File: config.mk
export PLATFORM = sky130hd
export DESIGN_NAME = operand_entry_flat
export DESIGN_NICKNAME = d
export VERILOG_FILES = /design/src/rtl/operand_entry_if.sv /design/src/rtl/operand_entry.sv /design/src/flat_wrapper.sv
export SDC_FILE = /design/constraint.sdc
export NUM_CORES = 1
export LEC_CHECK = 0
export CAP_MARGIN = 10
export CORE_MARGIN = 1
export CORE_UTILIZATION = 45
export DETAILED_ROUTE_END_ITERATION = 16
export SYNTH_ARGS = -nofsm -noshare
export SYNTH_HDL_FRONTEND = slang
export SYNTH_SLANG_ARGS = --single-unit
File: constraint.sdc
create_clock -name clk -period 5.3 [get_ports clk]
set_input_delay 0.795 -clock clk [delete_from_list [all_inputs] [get_ports clk]]
set_output_delay 0.795 -clock clk [all_outputs]
set_load 0.01 [all_outputs]
File: src/rtl/operand_entry_if.sv
// Raw switch/button inputs and captured operand outputs of the operand entry stage.
interface operand_entry_if;
    logic [9:0] sw_in;
    logic       btn_enter;
    logic       btn_clear;
    logic [3:0] a_q;
    logic [3:0] b_q;
    logic [1:0] op_q;
    logic       operands_valid;
    logic       load_pulse;
    logic [9:0] sw_stable;

    modport master (
        output sw_in, btn_enter, btn_clear,
        input  a_q, b_q, op_q, operands_valid, load_pulse, sw_stable
    );

    modport slave (
        input  sw_in, btn_enter, btn_clear,
        output a_q, b_q, op_q, operands_valid, load_pulse, sw_stable
    );
endinterface

File: src/rtl/operand_entry.sv
// Synchronizes and debounces the operand switches and buttons, then latches A/B/opcode
// on an enter press so the downstream ALU and display only change on an explicit load.
module operand_entry_debounce #(
    parameter int W               = 1,
    parameter int DEBOUNCE_CYCLES = 4
) (
    input  logic         clk,
    input  logic         reset,
    input  logic [W-1:0] raw,
    output logic [W-1:0] level
);
    localparam int CNT_W = $clog2(DEBOUNCE_CYCLES);
    localparam logic [CNT_W-1:0] CNT_LAST = CNT_W'(DEBOUNCE_CYCLES - 1);

    logic [W-1:0]     sync_p0;
    logic [W-1:0]     sync_p1;
    logic [W-1:0]     prev_p2;
    logic [W-1:0]     level_q;
    logic [CNT_W-1:0] cnt;

    // Stage p0/p1: two-flop synchronizer; p2: previous synced sample for glitch detection
    always_ff @(posedge clk) begin
        if (reset) begin
            sync_p0 <= '0;
            sync_p1 <= '0;
            prev_p2 <= '0;
            level_q <= '0;
            cnt     <= '0;
        end else begin
            sync_p0 <= raw;
            sync_p1 <= sync_p0;
            prev_p2 <= sync_p1;
            if (sync_p1 == level_q || sync_p1 != prev_p2) begin
                cnt <= '0;
            end else if (cnt == CNT_LAST) begin
                level_q <= sync_p1;
                cnt     <= '0;
            end else begin
                cnt <= cnt + CNT_W'(1);
            end
        end
    end

    assign level = level_q;
endmodule

module operand_entry #(
    parameter int DEBOUNCE_CYCLES = 1_000_000
) (
    input logic           clk,
    input logic           reset,
    operand_entry_if.slave bus
);
    typedef enum logic [1:0] {IDLE, LOAD, HOLD} state_t;

    state_t     state;
    state_t     state_next;
    logic [9:0] sw_deb;
    logic       enter_deb;
    logic       clear_deb;
    logic       enter_prev;
    logic       clear_prev;
    logic       enter_press;
    logic       clear_press;
    logic       capture;
    logic       zero;
    logic [3:0] a_r;
    logic [3:0] b_r;
    logic [1:0] op_r;

    // The switch bus debounces as one unit so a capture never mixes old and new bits.
    operand_entry_debounce #(.W(10), .DEBOUNCE_CYCLES(DEBOUNCE_CYCLES)) u_deb_sw (
        .clk   (clk),
        .reset (reset),
        .raw   (bus.sw_in),
        .level (sw_deb)
    );

    operand_entry_debounce #(.W(1), .DEBOUNCE_CYCLES(DEBOUNCE_CYCLES)) u_deb_enter (
        .clk   (clk),
        .reset (reset),
        .raw   (bus.btn_enter),
        .level (enter_deb)
    );

    operand_entry_debounce #(.W(1), .DEBOUNCE_CYCLES(DEBOUNCE_CYCLES)) u_deb_clear (
        .clk   (clk),
        .reset (reset),
        .raw   (bus.btn_clear),
        .level (clear_deb)
    );

    always_ff @(posedge clk) begin
        if (reset) begin
            enter_prev <= 1'b0;
            clear_prev <= 1'b0;
        end else begin
            enter_prev <= enter_deb;
            clear_prev <= clear_deb;
        end
    end

    assign enter_press = enter_deb & ~enter_prev;
    assign clear_press = clear_deb & ~clear_prev;

    always_ff @(posedge clk) begin
        if (reset) begin
            state <= IDLE;
        end else begin
            state <= state_next;
        end
    end

    // Clear outranks enter in every state; LOAD ignores enter for its single cycle.
    always_comb begin
        state_next = state;
        capture    = 1'b0;
        zero       = 1'b0;
        if (clear_press) begin
            state_next = IDLE;
            zero       = 1'b1;
        end else begin
            case (state)
                IDLE: begin
                    if (enter_press) begin
                        capture    = 1'b1;
                        state_next = LOAD;
                    end
                end
                LOAD: begin
                    state_next = HOLD;
                end
                HOLD: begin
                    if (enter_press) begin
                        capture    = 1'b1;
                        state_next = LOAD;
                    end
                end
                default: begin
                    state_next = IDLE;
                end
            endcase
        end
    end

    always_ff @(posedge clk) begin
        if (reset || zero) begin
            a_r  <= '0;
            b_r  <= '0;
            op_r <= '0;
        end else if (capture) begin
            a_r  <= sw_deb[3:0];
            b_r  <= sw_deb[7:4];
            op_r <= sw_deb[9:8];
        end
    end

    assign bus.a_q            = a_r;
    assign bus.b_q            = b_r;
    assign bus.op_q           = op_r;
    assign bus.operands_valid = (state != IDLE);
    assign bus.load_pulse     = (state == LOAD);
    assign bus.sw_stable      = sw_deb;
endmodule
File: src/flat_wrapper.sv
// flat-port wrapper written by rule: the top's interface ports become plain ports
module operand_entry_flat 
#(
    parameter int DEBOUNCE_CYCLES = 1_000_000
)
  (clk, reset, bus_sw_in, bus_btn_enter, bus_btn_clear, bus_a_q, bus_b_q, bus_op_q, bus_operands_valid, bus_load_pulse, bus_sw_stable);
  operand_entry_if bus_i ();
  input logic clk;
  input logic reset;
  input wire logic [$bits(bus_i.sw_in)-1:0] bus_sw_in;
  input wire logic [$bits(bus_i.btn_enter)-1:0] bus_btn_enter;
  input wire logic [$bits(bus_i.btn_clear)-1:0] bus_btn_clear;
  output wire logic [$bits(bus_i.a_q)-1:0] bus_a_q;
  output wire logic [$bits(bus_i.b_q)-1:0] bus_b_q;
  output wire logic [$bits(bus_i.op_q)-1:0] bus_op_q;
  output wire logic [$bits(bus_i.operands_valid)-1:0] bus_operands_valid;
  output wire logic [$bits(bus_i.load_pulse)-1:0] bus_load_pulse;
  output wire logic [$bits(bus_i.sw_stable)-1:0] bus_sw_stable;
  assign bus_i.sw_in = bus_sw_in;
  assign bus_i.btn_enter = bus_btn_enter;
  assign bus_i.btn_clear = bus_btn_clear;
  assign bus_a_q = bus_i.a_q;
  assign bus_b_q = bus_i.b_q;
  assign bus_op_q = bus_i.op_q;
  assign bus_operands_valid = bus_i.operands_valid;
  assign bus_load_pulse = bus_i.load_pulse;
  assign bus_sw_stable = bus_i.sw_stable;
  operand_entry #(.DEBOUNCE_CYCLES(DEBOUNCE_CYCLES)) u_core (.clk(clk), .reset(reset), .bus(bus_i));
endmodule
==> results of run 1 <==
## worst paths after layout
path                                      to  slack, ns  cells past startpoint
hold / removal    u_core.u_deb_sw.sync_p1[6]       0.43                      1
setup / recovery              bus_load_pulse       2.84                      2
setup reg to reg    u_core.u_deb_sw.level[0]       3.10                      5
hold reg to reg   u_core.u_deb_sw.sync_p1[6]       0.43                      1
## worst max-delay path: cells and delay by family (launching register included)
kind,cells,cell delay (ns)
buffers and inverters,1,0.58
DFF,1,0.35
and+or+nand+nor,1,0.23
## cells in the mapped netlist (2+ instances only)
cell type,n
or4b_1,2
nor2_1,91
and3_2,2
o21ai_0,2
nand2_1,24
inv_1,8
nor2b_1,49
nand3_1,20
nor3b_1,2
a21oi_1,4
clkbuf_1,7
or3_1,2
mux2i_1,11
and2_1,2
nor4b_1,3
xnor2_1,49
nand4_1,15
buf_6,2
mux2_4,10
or2_2,2
nor4_1,4
ha_1,3
and4_1,5
buf_2,4
buf_4,4
dfxtp_1,122
nand2b_1,3
and3_1,8
xor2_1,25
nor3_1,13
## kinds of logic after synthesis
kind of cell,after synthesis,synth area share [%]
xor gates and xnor gates,74,13.25
DFF,122,49.94
adders and majority gates,3,0.7675
and+or+nand+nor,254,27.09
buffers and inverters,25,2.635
muxes,22,5.551
AOI/OAI and AO/OA,7,0.7675
## flip-flops by register name, indices dropped and copies added (netlist names), 10 cells and up
name	flops
u_core.u_deb_sw.level	10
u_core.u_deb_sw.sync_p0	10
u_core.u_deb_sw.sync_p1	10
u_core.u_deb_sw.cnt	20
u_core.u_deb_enter.cnt	20
u_core.u_deb_sw.prev_p2	10
u_core.u_deb_clear.cnt	20
## power groups by stage
stage          logic (mW)  clock network [mW]  registers (mW)
2_1_floorplan      0.0299                   0           0.954
3_3_place_gp       0.0433                   0           0.955
3_5_place_dp       0.0440                   0           0.955
4_1_cts            0.0443                1.10           0.935
5_1_grt            0.0488                1.16           0.936
6_report           0.0435                1.08           0.935
## routing by layer
| layer | global-route usage, % | wire length [um] |
|---|---|---|
| met3 | 5.702 | 299 |
| met1 | 21.57 | 4317 |
| met4 | 6.845 | 107 |
| met2 | 25.42 | 3839 |
| met5 | 0 | 0 |
## final cells by class
cell class / instances / share of cell area [%]
multi-input combinational: 360 / 39.56
sequential: 122 / 41.65
inverter: 8 / 0.5121
clock buffer: 19 / 7.361
tap: 136 / 2.902
timing repair buffer: 35 / 5.889
clock inverter: 12 / 2.134
## per-stage QoR
step / worst slack (ns) / hold slack [ns] / util [%] / power [mW]
2_1_floorplan: 3.492 / 0.4127 / - / 0.9835
3_3_place_gp: 2.868 / 0.4181 / 50.96 / 0.9981
3_5_place_dp: 2.809 / 0.4218 / 50.96 / 0.9992
4_1_cts: 2.806 / 0.4359 / 56.30 / 2.083
5_1_grt: 2.757 / 0.4524 / 56.30 / 2.140
6_report: 2.837 / 0.4346 / 56.30 / 2.058
==> results by group, run 1 <==
STA
  • Fmax: 406.1 MHz
  • Final setup TNS: 0 ns
  • Layout Skew: 0.005562 ns
  • RSZ-0062 raised after global routing: false
  • Fin crit period: 2.463 ns
  • Final Hold Viols: 0
  • Max-slew violations: 0
  • Crit share post-route: 46.46%
  • Relative slew slack: 38.35%
  • Final setup violation count: 0
  • Actual slew at the worst max-slew pin: 0.9247 ns

GRT
  • Largest net degree at the start of global routing: 56
  • Gr usage total: 16.70%
  • Vias in the first global route: 3,142
  • GR Overflow Total: 0
  • Initial antenna violation count: 0
  • First-pass GRT wire length: 14,540 um

Power
  • Max IR drop VDD: 0.3067 mV
  • Net load switching power: 431.2 uW
  • Logic pwr share: 2.1%
  • Clock share of power: 52.4%
  • Leakage: 2.094 nW
  • Switching fraction of total power: 20.95%
  • Part of the power in registers: 45.5%
  • Cell-internal power: 1.626 mW
  • Cell Pwr Density: 350.9 nW/um^2

Clock network
  • Post-CTS Setup Bufs: 0
  • Worst skew pair latency: 0.51 ns
  • H-tree depth: 4
  • Clock sinks: 122
  • Cts bufs inserted: 17
  • CTS Buffer Depth: 2
  • Clk slew on worst S/H paths: 0.06 ns
  • Root Buffer: clkbuf_8
  • TritonCTS clock tree: yes
  • Cts hold-fix bufs: 0
  • Post-CTS sizing: 0

Finish
  • Final net count: 561
  • Filler instances: 948
  • Synthesis-to-finish area growth: 19.90%
  • Post-route cell area: 5864 um^2
  • Multi-input gate area: 2320 um^2
  • Commonest non-fill, non-tap cell in the layout: dfxtp_1
  • Final Non-Filler Cells: 692
  • Register area: 2442 um^2
  • Antenna cells: 0
  • Commonest non-fill, non-tap cells in the layout: dfxtp_1 (122), nor2_1 (91), nor2b_1 (49), xnor2_1 (49), clkdlybuf4s50_1 (34)
  • Layout cells sized above 1: 8.813%

Critical path
  • WS Path Type: flip-flop to output pin
  • Crit path from: u_core.state[0]
  • Critical path endpoint category: output pin
  • Critical path fanouts, max: 4
  • Critical-path top delay cell: clkdlybuf4s50_1
  • RR Startpoint: u_core.u_deb_sw.cnt[2]
  • WP data arrival: 1.67 ns
  • Worst endpoint required time: 4.51 ns
  • Crit start category: flip-flop
  • Critical Path Max Stage Delay: 0.58 ns
  • Crit path cell chain: nor2b_1, clkdlybuf4s50_1

Floorplan
  • Placement Rows: 37
  • Die area: 11,290 um^2
  • Chip height: 106.3 um
  • Die width: 106.3 um
  • Ports: 36
  • Starting Density: 46.95%
  • Core Footprint: 10,420 um^2

Yosys
  • Top post-synthesis cells by area: dfxtp_1 (50%), xnor2_1 (8.8%), nor2_1 (7.0%)
  • #FFs+latches synth: 122
  • Mapped Nets: 524
  • Cells after Synth: 507
  • Mapped Area: 4891 um^2
  • EDFF count, synth: 0
  • Yosys warnings: 0
  • Synth unique cells: 39
  • Ys async rst share: 0%
  • Yosys top cell by area: dfxtp_1
  • Post-synth top flop: dfxtp_1
  • Syn_area_per_cell: 9.647 um^2
  • Top-area cell type share of the netlist area: 49.94%
  • Post-synthesis sequential area ratio: 49.94%

Placement
  • Detailed placement HPWL: 5623 um
  • DP Cell Count: 661
  • DP Area: 5308 um^2
  • RePlAce Congestion: 0.7446
  • I/O Buffers: 35

Route
  • Vias per inst: 4.871
  • Drt initial violations: 70
  • Remaining antenna violation count after routing: 0
  • 1st-pass router iterations: 4
  • Vias: 3,371
  • Wire per inst: 12.38 um
  • Drt total wl: 8564 um
  • Drc violations: 0

Worst hold path
  • HP Start: u_core.u_deb_sw.sync_p0[6]
  • Hold crit path type: flip-flop to flip-flop

Outcome
  • Outcome: complete, no violations

Run
  • Max cap viols: 0
(Power assumes the default switching activity.)
==> run 2: changes to the inputs <==
==> constraint.sdc (replaced) <==
create_clock -name clk -period 2.3 [get_ports clk]
set_input_delay 0.345 -clock clk [delete_from_list [all_inputs] [get_ports clk]]
set_output_delay 0.345 -clock clk [all_outputs]
set_load 0.01 [all_outputs]
==> results by group, run 2 (synthesis gave the netlist of run 1 again) <==
Outcome
  • Outcome: complete, no violations

Finish
  • Synthesis-to-finish area growth: 20.36%
  • Regs by FF count: u_core.u_deb_clear.cnt (20), u_core.u_deb_enter.cnt (20), u_core.u_deb_sw.cnt (20)
  • Commonest non-fill, non-tap cell in the layout: dfxtp_1
  • Post-route cell area: 5887 um^2 (+0.38%)
  • Antenna cells: 0 (unchanged)
  • Final net count: 567 (+1.1%)
  • Commonest non-fill, non-tap cells in the layout: dfxtp_1 (122), nor2_1 (91), nor2b_1 (49), xnor2_1 (49), clkdlybuf4s50_1 (34)
  • Layout cells sized above 1: 9.447% (+0.63 points)
  • Filler instances: 930 (-1.9%)

Critical path
  • Critical path fanouts, max: 4 (unchanged)
  • WP data arrival: 1.71 ns (+0.04 ns)
  • Crit start category: flip-flop
  • Worst endpoint required time: 1.96 ns (-2.55 ns)
  • WS Path Type: flip-flop to output pin
  • Critical path endpoint category: output pin

Clock network
  • Post-CTS sizing: 0 (unchanged)
  • Cts hold-fix bufs: 0 (unchanged)
  • TritonCTS clock tree: yes
  • Clk slew on worst S/H paths: 0.05 ns (about the same)
  • CTS Buffer Depth: 2 (unchanged)
  • Cts bufs inserted: 17 (unchanged)
  • Root Buffer: clkbuf_8
  • H-tree depth: 4 (unchanged)
  • Clock sinks: 122 (unchanged)
  • Worst skew pair latency: 0.51 ns (about the same)
  • Post-CTS Setup Bufs: 0 (unchanged)

Worst hold path
  • Hold crit path type: input port to flip-flop

STA
  • Fin crit period: 2.056 ns
  • Final setup TNS: 0 ns (unchanged)
  • Crit share post-route: 89.39%
  • Max-slew violations: 0 (unchanged)
  • Final Hold Viols: 0 (unchanged)
  • Hold_ws: 0.2070 ns (-0.2276 ns)
  • RSZ-0062 raised after global routing: false
  • Relative slew slack: 51.58% (+13 points)
  • Actual slew at the worst max-slew pin: 0.7263 ns (-0.1984 ns)
  • Final setup violation count: 0 (unchanged)
  • Fmax: 486.4 MHz
  • Layout Skew: 0.007772 ns (+0.002210 ns)

GRT
  • Initial antenna violation count: 0 (unchanged)
  • GR Overflow Total: 0 (unchanged)
  • Gr usage total: 17.20% (+0.51 points)
  • Vias in the first global route: 3,266 (+3.9%)
  • First-pass GRT wire length: 15,020 um (+3.3%)
  • Largest net degree at the start of global routing: 39 (-30%)

Run
  • Max cap viols: 0 (unchanged)

Route
  • Wire per inst: 12.46 um (+0.70%)
  • 1st-pass router iterations: 4 (unchanged)
  • Drt initial violations: 85 (+21%)
  • Drt total wl: 8686 um (+1.4%)
  • Drc violations: 0 (unchanged)
  • Vias: 3,409 (+1.1%)
  • Remaining antenna violation count after routing: 0 (unchanged)
  • Vias per inst: 4.891 (+0.40%)

Placement
  • RePlAce Congestion: 0.7336 (-1.5%)
  • I/O Buffers: 35 (unchanged)
  • DP Area: 5353 um^2 (+0.85%)
  • Detailed placement HPWL: 5882 um (+4.6%)

Floorplan
  • Ports: 36 (unchanged)
  • Die area: 11,290 um^2 (unchanged)
  • Placement Rows: 37 (unchanged)
  • Chip height: 106.3 um (unchanged)
  • Starting Density: 46.95% (unchanged)
  • Die width: 106.3 um (unchanged)
  • Core Footprint: 10,420 um^2 (unchanged)

Power
  • Max IR drop VDD: 0.6246 mV (+100%)
  • Leakage: 2.118 nW (+1.1%)
  • Cell Pwr Density: 785.5 nW/um^2 (+120%)
run 2: cell types whose count changed in the layout (fill, tap and decap cells not counted), sizes merged:
cell | previous run | this run
clkbuf | 19 | 22
buf | 1 | 7
clkinvlp | 3 | 1
inv | 9 | 8
bufinv | 2 | 1
run 2: metrics by stage:
step | power (mW) | utilization (%) | setup slack, ns | cells
finish | 4.624 | 56.52 | 0.2439 | 697
global route | 4.810 | 56.52 | 0.1676 | 697
CTS | 4.686 | 56.52 | 0.2222 | 697
detailed placement | 2.306 | 51.39 | 0.3441 | 667
global placement | 2.304 | 51.39 | 0.4048 | 667
floorplan | 2.266 | - | 0.6074 | 507
run 2: power breakdown:
| group | switching [mW] | internal, mW |
|---|---|---|
| logic | 0.0496 | 0.0538 |
| clock network | 0.870 | 1.49 |
| registers | 0.0150 | 2.14 |
| total | 0.934 | 3.69 |
run 2: worst paths after layout:
| kind | start | endpoint | slack (ns) | depth (start not counted) |
|---|---|---|---|---|
| max | u_core.state[0] | bus_load_pulse | 0.24 | 2 |
| min | reset | u_core.clear_prev | 0.21 | 2 |
| max reg2reg | u_core.u_deb_clear.cnt[0] | u_core.u_deb_clear.cnt[14] | 0.37 | 7 |
| min reg2reg | u_core.u_deb_sw.sync_p0[4] | u_core.u_deb_sw.sync_p1[4] | 0.43 | 1 |
run 2: area by class of cell:
| class | count | area, um^2 | area share, % |
|---|---|---|---|
| clock inverter | 8 | 71.32 | 1.211 |
| multi-input combinational | 360 | 2320 | 39.40 |
| sequential | 122 | 2442 | 41.49 |
| inverter | 8 | 30.03 | 0.5101 |
| tap | 136 | 170.2 | 2.891 |
| clock buffer | 22 | 462.9 | 7.864 |
| timing repair buffer | 41 | 390.4 | 6.631 |
run 2: critical path, stage by stage (launching register included):
cell             delay (ns)
dfxtp_1                0.35
nor2b_1                0.26
clkdlybuf4s50_1        0.59
run 2: metal layers:
metal	up-vias	track usage, %	part of all wire (%)
li1	1760	-	-
met1	1584	22.16	50
met2	49	25.56	45
met3	16	5.334	3.0
met4	0	9.425	2.2
met5	-	0	0
